<file path="src/rtl/pipe_ctrl_unit.sv">
// Pipelined RISC-V control unit: decode in D, control carried through E/M/W registers,
// branch/jump redirect resolved in E. Optional saturating redirect counter: PIPE_CTRL_REDIRECT_CNT_EN.
module pipe_ctrl_unit #(
    parameter int unsigned ALUCTRL_W = 4,
    parameter int unsigned CNT_W     = 32
) (
    input  logic                 clk,
    input  logic                 reset,
    input  logic [6:0]           opD,
    input  logic [2:0]           funct3D,
    input  logic                 funct7b5D,
    input  logic                 FlushE,
    input  logic                 ZeroE,
    input  logic                 NegE,
    input  logic                 CarryE,
    input  logic                 OvfE,
    output logic [2:0]           ImmSrcD,
    output logic                 IllegalD,
    output logic [ALUCTRL_W-1:0] ALUControlE,
    output logic                 ALUSrcE,
    output logic                 ResultSrcE0,
    output logic                 PCSrcE,
    output logic                 PCTargetSrcE,
    output logic                 RegWriteM,
    output logic                 MemWriteM,
    output logic                 RegWriteW,
    output logic [1:0]           ResultSrcW
`ifdef PIPE_CTRL_REDIRECT_CNT_EN
    ,
    output logic [CNT_W-1:0]     RedirectCnt
`endif
);

    typedef enum logic [6:0] {
        OP_LOAD   = 7'b0000011,
        OP_STORE  = 7'b0100011,
        OP_RTYPE  = 7'b0110011,
        OP_ITYPE  = 7'b0010011,
        OP_BRANCH = 7'b1100011,
        OP_JAL    = 7'b1101111,
        OP_JALR   = 7'b1100111,
        OP_LUI    = 7'b0110111
    } opcode_e;

    typedef enum logic [2:0] {
        IMM_I = 3'b000,
        IMM_S = 3'b001,
        IMM_B = 3'b010,
        IMM_J = 3'b011,
        IMM_U = 3'b100
    } imm_src_e;

    typedef enum logic [3:0] {
        ALU_ADD  = 4'b0000,
        ALU_SUB  = 4'b0001,
        ALU_AND  = 4'b0010,
        ALU_OR   = 4'b0011,
        ALU_XOR  = 4'b0100,
        ALU_SLT  = 4'b0101,
        ALU_SLTU = 4'b0110,
        ALU_SLL  = 4'b0111,
        ALU_SRL  = 4'b1000,
        ALU_SRA  = 4'b1001
    } alu_op_e;

    typedef enum logic [1:0] {
        RES_ALU = 2'b00,
        RES_MEM = 2'b01,
        RES_PC4 = 2'b10,
        RES_IMM = 2'b11
    } result_src_e;

    typedef enum logic [2:0] {
        F3_BEQ  = 3'b000,
        F3_BNE  = 3'b001,
        F3_BLT  = 3'b100,
        F3_BGE  = 3'b101,
        F3_BLTU = 3'b110,
        F3_BGEU = 3'b111
    } branch_f3_e;

    typedef struct packed {
        logic       reg_write;
        logic [1:0] result_src;
        logic       mem_write;
        logic       jump;
        logic       jump_reg;
        logic       branch;
        logic [3:0] alu_op;
        logic       alu_src;
        logic [2:0] funct3;
    } ex_ctrl_t;

    typedef struct packed {
        logic       reg_write;
        logic [1:0] result_src;
        logic       mem_write;
    } mem_ctrl_t;

    typedef struct packed {
        logic       reg_write;
        logic [1:0] result_src;
    } wb_ctrl_t;

    if (ALUCTRL_W < 4) begin : g_aluctrl_w_check
        $error("pipe_ctrl_unit: ALUCTRL_W must be at least 4");
    end
    if (CNT_W < 1) begin : g_cnt_w_check
        $error("pipe_ctrl_unit: CNT_W must be at least 1");
    end

    alu_op_e   arith_op;
    imm_src_e  imm_src;
    logic      illegal;
    ex_ctrl_t  dec_ctrl;
    ex_ctrl_t  e_ctrl_d, e_ctrl_q;
    mem_ctrl_t m_ctrl_d, m_ctrl_q;
    wb_ctrl_t  w_ctrl_d, w_ctrl_q;
    logic      branch_cond;

    // Shared R/I arithmetic decode; only R-type may select sub, funct7b5 picks sra in both.
    always_comb begin : arith_decode
        arith_op = ALU_ADD;
        case (funct3D)
            3'b000:  arith_op = (opD == OP_RTYPE && funct7b5D) ? ALU_SUB : ALU_ADD;
            3'b001:  arith_op = ALU_SLL;
            3'b010:  arith_op = ALU_SLT;
            3'b011:  arith_op = ALU_SLTU;
            3'b100:  arith_op = ALU_XOR;
            3'b101:  arith_op = funct7b5D ? ALU_SRA : ALU_SRL;
            3'b110:  arith_op = ALU_OR;
            default: arith_op = ALU_AND;
        endcase
    end

    always_comb begin : main_decode
        dec_ctrl            = '0;
        dec_ctrl.funct3     = funct3D;
        dec_ctrl.alu_op     = ALU_ADD;
        dec_ctrl.result_src = RES_ALU;
        imm_src             = IMM_I;
        illegal             = 1'b0;
        case (opD)
            OP_LOAD: begin
                dec_ctrl.reg_write  = 1'b1;
                dec_ctrl.alu_src    = 1'b1;
                dec_ctrl.result_src = RES_MEM;
            end
            OP_STORE: begin
                dec_ctrl.mem_write = 1'b1;
                dec_ctrl.alu_src   = 1'b1;
                imm_src            = IMM_S;
            end
            OP_RTYPE: begin
                dec_ctrl.reg_write = 1'b1;
                dec_ctrl.alu_op    = arith_op;
            end
            OP_ITYPE: begin
                dec_ctrl.reg_write = 1'b1;
                dec_ctrl.alu_src   = 1'b1;
                dec_ctrl.alu_op    = arith_op;
            end
            OP_BRANCH: begin
                dec_ctrl.branch = 1'b1;
                dec_ctrl.alu_op = ALU_SUB;
                imm_src         = IMM_B;
                illegal         = (funct3D[2:1] == 2'b01);
            end
            OP_JAL: begin
                dec_ctrl.jump       = 1'b1;
                dec_ctrl.reg_write  = 1'b1;
                dec_ctrl.result_src = RES_PC4;
                imm_src             = IMM_J;
            end
            OP_JALR: begin
                dec_ctrl.jump       = 1'b1;
                dec_ctrl.jump_reg   = 1'b1;
                dec_ctrl.reg_write  = 1'b1;
                dec_ctrl.alu_src    = 1'b1;
                dec_ctrl.result_src = RES_PC4;
            end
            OP_LUI: begin
                dec_ctrl.reg_write  = 1'b1;
                dec_ctrl.result_src = RES_IMM;
                imm_src             = IMM_U;
            end
            default: begin
                illegal = 1'b1;
            end
        endcase
    end

    assign ImmSrcD  = imm_src;
    assign IllegalD = illegal;

    always_comb begin : stage_next
        e_ctrl_d = dec_ctrl;
        if (FlushE) begin
            e_ctrl_d = '0;
        end
        m_ctrl_d.reg_write  = e_ctrl_q.reg_write;
        m_ctrl_d.result_src = e_ctrl_q.result_src;
        m_ctrl_d.mem_write  = e_ctrl_q.mem_write;
        w_ctrl_d.reg_write  = m_ctrl_q.reg_write;
        w_ctrl_d.result_src = m_ctrl_q.result_src;
    end

    always_ff @(posedge clk or posedge reset) begin : stage_regs
        if (reset) begin
            e_ctrl_q <= '0;
            m_ctrl_q <= '0;
            w_ctrl_q <= '0;
        end else begin
            e_ctrl_q <= e_ctrl_d;
            m_ctrl_q <= m_ctrl_d;
            w_ctrl_q <= w_ctrl_d;
        end
    end

    // Flags come from a-b; reserved funct3 codes never take.
    always_comb begin : branch_resolve
        branch_cond = 1'b0;
        case (e_ctrl_q.funct3)
            F3_BEQ:  branch_cond = ZeroE;
            F3_BNE:  branch_cond = ~ZeroE;
            F3_BLT:  branch_cond = NegE ^ OvfE;
            F3_BGE:  branch_cond = ~(NegE ^ OvfE);
            F3_BLTU: branch_cond = ~CarryE;
            F3_BGEU: branch_cond = CarryE;
            default: branch_cond = 1'b0;
        endcase
        PCSrcE = (e_ctrl_q.branch & branch_cond) | e_ctrl_q.jump;
    end

    always_comb begin : alu_ctrl_out
        ALUControlE      = '0;
        ALUControlE[3:0] = e_ctrl_q.alu_op;
    end

    assign ALUSrcE      = e_ctrl_q.alu_src;
    assign ResultSrcE0  = e_ctrl_q.result_src[0];
    assign PCTargetSrcE = e_ctrl_q.jump_reg;
    assign RegWriteM    = m_ctrl_q.reg_write;
    assign MemWriteM    = m_ctrl_q.mem_write;
    assign RegWriteW    = w_ctrl_q.reg_write;
    assign ResultSrcW   = w_ctrl_q.result_src;

`ifdef PIPE_CTRL_REDIRECT_CNT_EN
    logic [CNT_W-1:0] redirect_cnt_d, redirect_cnt_q;

    always_comb begin : redirect_cnt_next
        redirect_cnt_d = redirect_cnt_q;
        if (PCSrcE && (redirect_cnt_q != '1)) begin
            redirect_cnt_d = redirect_cnt_q + CNT_W'(1);
        end
    end

    always_ff @(posedge clk or posedge reset) begin : redirect_cnt_reg
        if (reset) begin
            redirect_cnt_q <= '0;
        end else begin
            redirect_cnt_q <= redirect_cnt_d;
        end
    end

    assign RedirectCnt = redirect_cnt_q;
`endif

endmodule

</file>
<file path="config.mk">
export PLATFORM = sky130hd
export DESIGN_NAME = pipe_ctrl_unit
export DESIGN_NICKNAME = d
export VERILOG_FILES = /design/src/rtl/pipe_ctrl_unit.sv
export SDC_FILE = /design/constraint.sdc
export NUM_CORES = 1
export LEC_CHECK = 0
export BUFFER_PORTS_ARGS = -buffer_cell sky130_fd_sc_hd__buf_2
export CAP_MARGIN = 20
export CORE_MARGIN = 4
export CORE_UTILIZATION = 40
export CTS_BUF_LIST = sky130_fd_sc_hd__clkbuf_2
export CTS_CLUSTER_SIZE = 16
export DETAILED_ROUTE_END_ITERATION = 8
export HOLD_SLACK_MARGIN = 0.15
export PLACE_DENSITY_LB_ADDON = 0.15
export SLEW_MARGIN = 0
export SYNTH_ARGS = -nofsm -noshare
export SYNTH_HDL_FRONTEND = slang
export SYNTH_SLANG_ARGS = --single-unit
</file>
<file path="constraint.sdc">
create_clock -name clk -period 1.7 [get_ports clk]
set_input_delay 0.255 -clock clk [delete_from_list [all_inputs] [get_ports clk]]
set_output_delay 0.255 -clock clk [all_outputs]
set_load 0.03 [all_outputs]
</file>
==> reports/results.tsv <==
metric	value	unit
hold slack	0.176	ns
highest cell delay on the worst timing path	0.35	ns
pin count of the biggest net entering global routing	23	
peak clock frequency supported by timing	620	MHz
post-synth cell types	31	
post-route clock skew	0.00112	ns
Die H	58.0	um
placed instance count	150	
minimum clock period after layout	1.61	ns
fin. max-slew vios	0	
I/O Pins	35	
crit path launch type	input port	
kind of critical path	in2out	
Pre-antenna DRT Iters	4	
register area share after synthesis	55.0	%
die width	58.0	um
final core utilization	52.8	%
Cell Area, Synth	0.00100	mm^2
Total Power	0.847	mW
total grt overflow	0	
final cycle utilization of the critical path	94.9	%
buffer depth of the longest clock path	2	
number of buffers created by CTS	3	
most numerous cell on the critical path	buf_2	
commonest non-fill, non-tap cell in the layout	buf_2	
crit-path cells	buf_2 -> inv_1 -> a211oi_1 -> o21ai_1 -> a221o_1 -> buf_2	
Worst IR Drop VDD	0.000429	V
Seq cells post-synth	22	
later-pin clock latency in the skew report	0.30	ns
violation count after the first detailed-route iteration	13	
sum of net half-perimeters after detailed placement	1510	um
Initial Utilization	43.6	%
type of destination of the critical path	output pin	
standby leakage power	0.628	nW
share of the synthesized area in the top cell type	55.0	%
worst setup timing slack at the placement stage	0.116	ns
Inserted Diodes	0	
status	complete, no violations	
layout-stage area growth over the synthesis result	21.2	%
area of the die	0.00337	mm^2
core area	0.00230	mm^2
cell at the root of the clock tree	clkbuf_2	
largest fanout on the critical path	9	
first-pass GRT wire length	3280	um
final cell count without fillers	157	
Clock Pin Slew Worst Setup and Hold Paths	0.18	ns
slowest stage cell on the critical path	a221o_1	
CTS tree	yes	
synthesized netlist cell count	95	
GR Util All Layers	12.8	%
number of max-capacitance violations reported	0	
via count of the routed design	773	
setup repair after global routing missed its margin	no	
required time of the critical path	1.44	ns
Detailed Route WL	1940	um
average vias per placed instance	4.92	
DP Area	0.00116	mm^2
type of the most critical hold path	in2reg	
net count after synthesis	113	
clock sinks	22	
cell taking the most area after synthesis	dfrtp_1	
initial antenna violation count	0	
summed area of non-filler cells in the final layout	0.00121	mm^2
number of nets at the end of the flow	148	
DR WL/cell	12.4	um
Setup Viol. Count Final	0	
share of cells above drive strength 1	34.9	%
slew at the pin closest to its max-slew limit	0.263	ns
H-tree levels	1	
final hold violation count	0	
post-detailed-route count of antenna-violating nets	0	
count of standard-cell rows	17	
final weighted congestion of routability-driven global placement	0.871	
Synth warnings	0	
main area contributors after synthesis	dfrtp_1, nor2_1, buf_4, xnor2_1, a21oi_1	
Crit path arrival time	1.36	ns
most used cells in the layout excluding fill and tap cells	buf_2, dfrtp_1, nor2_1	
number of global-route vias before repair	737	
remaining design rule violation count	0	
power density over cell area	698	mW/mm^2
port bufs	34	
Rel. slew slack	82.2	%
worst-case setup margin in the final layout	0.0872	ns
Synth Area per Inst	10.5	um^2
aggregate negative setup slack	0	ns
layout make-up:
type	count	area, um^2
Timing Repair Buffer	39	215
Clock inverter	1	3.75
Sequential cell	22	551
Tap cell	28	35.0
Multi-Input combinational cell	61	383
Clock buffer	3	15.0
Fill cell	228	1080
Inverter	3	11.3
registers in the layout, indices dropped and copies added, names as in the netlist:
register      cells
ALUControlE       4
ALUSrcE           1
MemWriteM         1
PCTargetSrcE      1
RegWriteM         1
RegWriteW         1
ResultSrcE0       1
ResultSrcW        2
e_ctrl_q          8
m_ctrl_q          2
worst paths after layout:
| kind | start | endpoint | slack (ns) | depth (start not counted) |
|---|---|---|---|---|
| max in group asynchronous | reset | ALUControlE[3]$_DFF_PP0_ | 1.00 | 4 |
| min in group asynchronous | reset | m_ctrl_q[2]$_DFF_PP0_ | 0.50 | 4 |
| hold / removal | funct3D[1] | ALUControlE[3]$_DFF_PP0_ | 0.18 | 2 |
| setup reg to reg | ResultSrcE0$_DFF_PP0_ | m_ctrl_q[1]$_DFF_PP0_ | 1.20 | 0 |
| setup / recovery | opD[6] | IllegalD | 0.09 | 6 |
| hold reg to reg | e_ctrl_q[14]$_DFF_PP0_ | RegWriteM$_DFF_PP0_ | 0.37 | 0 |
cells by family after synthesis:
logic type	count (synthesis)	share of synthesized area [%]
AND/OR/NAND/NOR	39	22.1
flip-flops	22	55.0
AO/OA/AOI/OAI	16	10.2
buffers and inverters	12	7.25
XOR/XNOR	5	4.38
multiplexers	1	1.00
synth_stat cells:
| cell type | count |
|---|---|
| a211oi_1 | 3 |
| a21oi_1 | 5 |
| a221o_1 | 1 |
| a41oi_1 | 2 |
| and3_1 | 3 |
| buf_2 | 3 |
| buf_4 | 4 |
| buf_6 | 1 |
| clkbuf_2 | 1 |
| dfrtp_1 | 22 |
| inv_1 | 3 |
| mux2i_1 | 1 |
| nand2_1 | 4 |
| nand2b_1 | 2 |
| nand2b_4 | 1 |
| nand3_1 | 5 |
| nand4_1 | 1 |
| nor2_1 | 9 |
| nor2_2 | 1 |
| nor2b_1 | 3 |
| nor3_1 | 4 |
| nor3b_1 | 1 |
| nor4_1 | 1 |
| nor4b_1 | 1 |
| o211ai_1 | 1 |
| o21ai_0 | 3 |
| o21ai_1 | 1 |
| or3_1 | 1 |
| or3_4 | 2 |
| xnor2_1 | 3 |
| xor2_1 | 2 |
critical path: cells and delay by family:
kind / cells / cell delay [ns]
AOI/OAI and AO/OA: 3 / 0.63
buffers and inverters: 3 / 0.46
power breakdown:
part	leakage (nW)	total (mW)	internal (mW)	switching (mW)
clock	0.0140	0.189	0.0512	0.138
sequential	0.303	0.534	0.531	0.00304
combinational	0.310	0.125	0.0512	0.0738
total	0.628	0.847	0.633	0.215
per-layer routing:
layer,GRT usage [%],routed length [um]
met1,15.7,855
met2,20.6,943
met3,1.56,117
met4,9.27,27
met5,0,0
what timing repair did:
action	in CTS	in global routing
setup endpoints to repair	0	1
hold endpoints to repair	25	0
hold buffers	2	0
gates resized for setup	0	2
buffers inserted	0	1
Power figures use the tool's default switching activity.
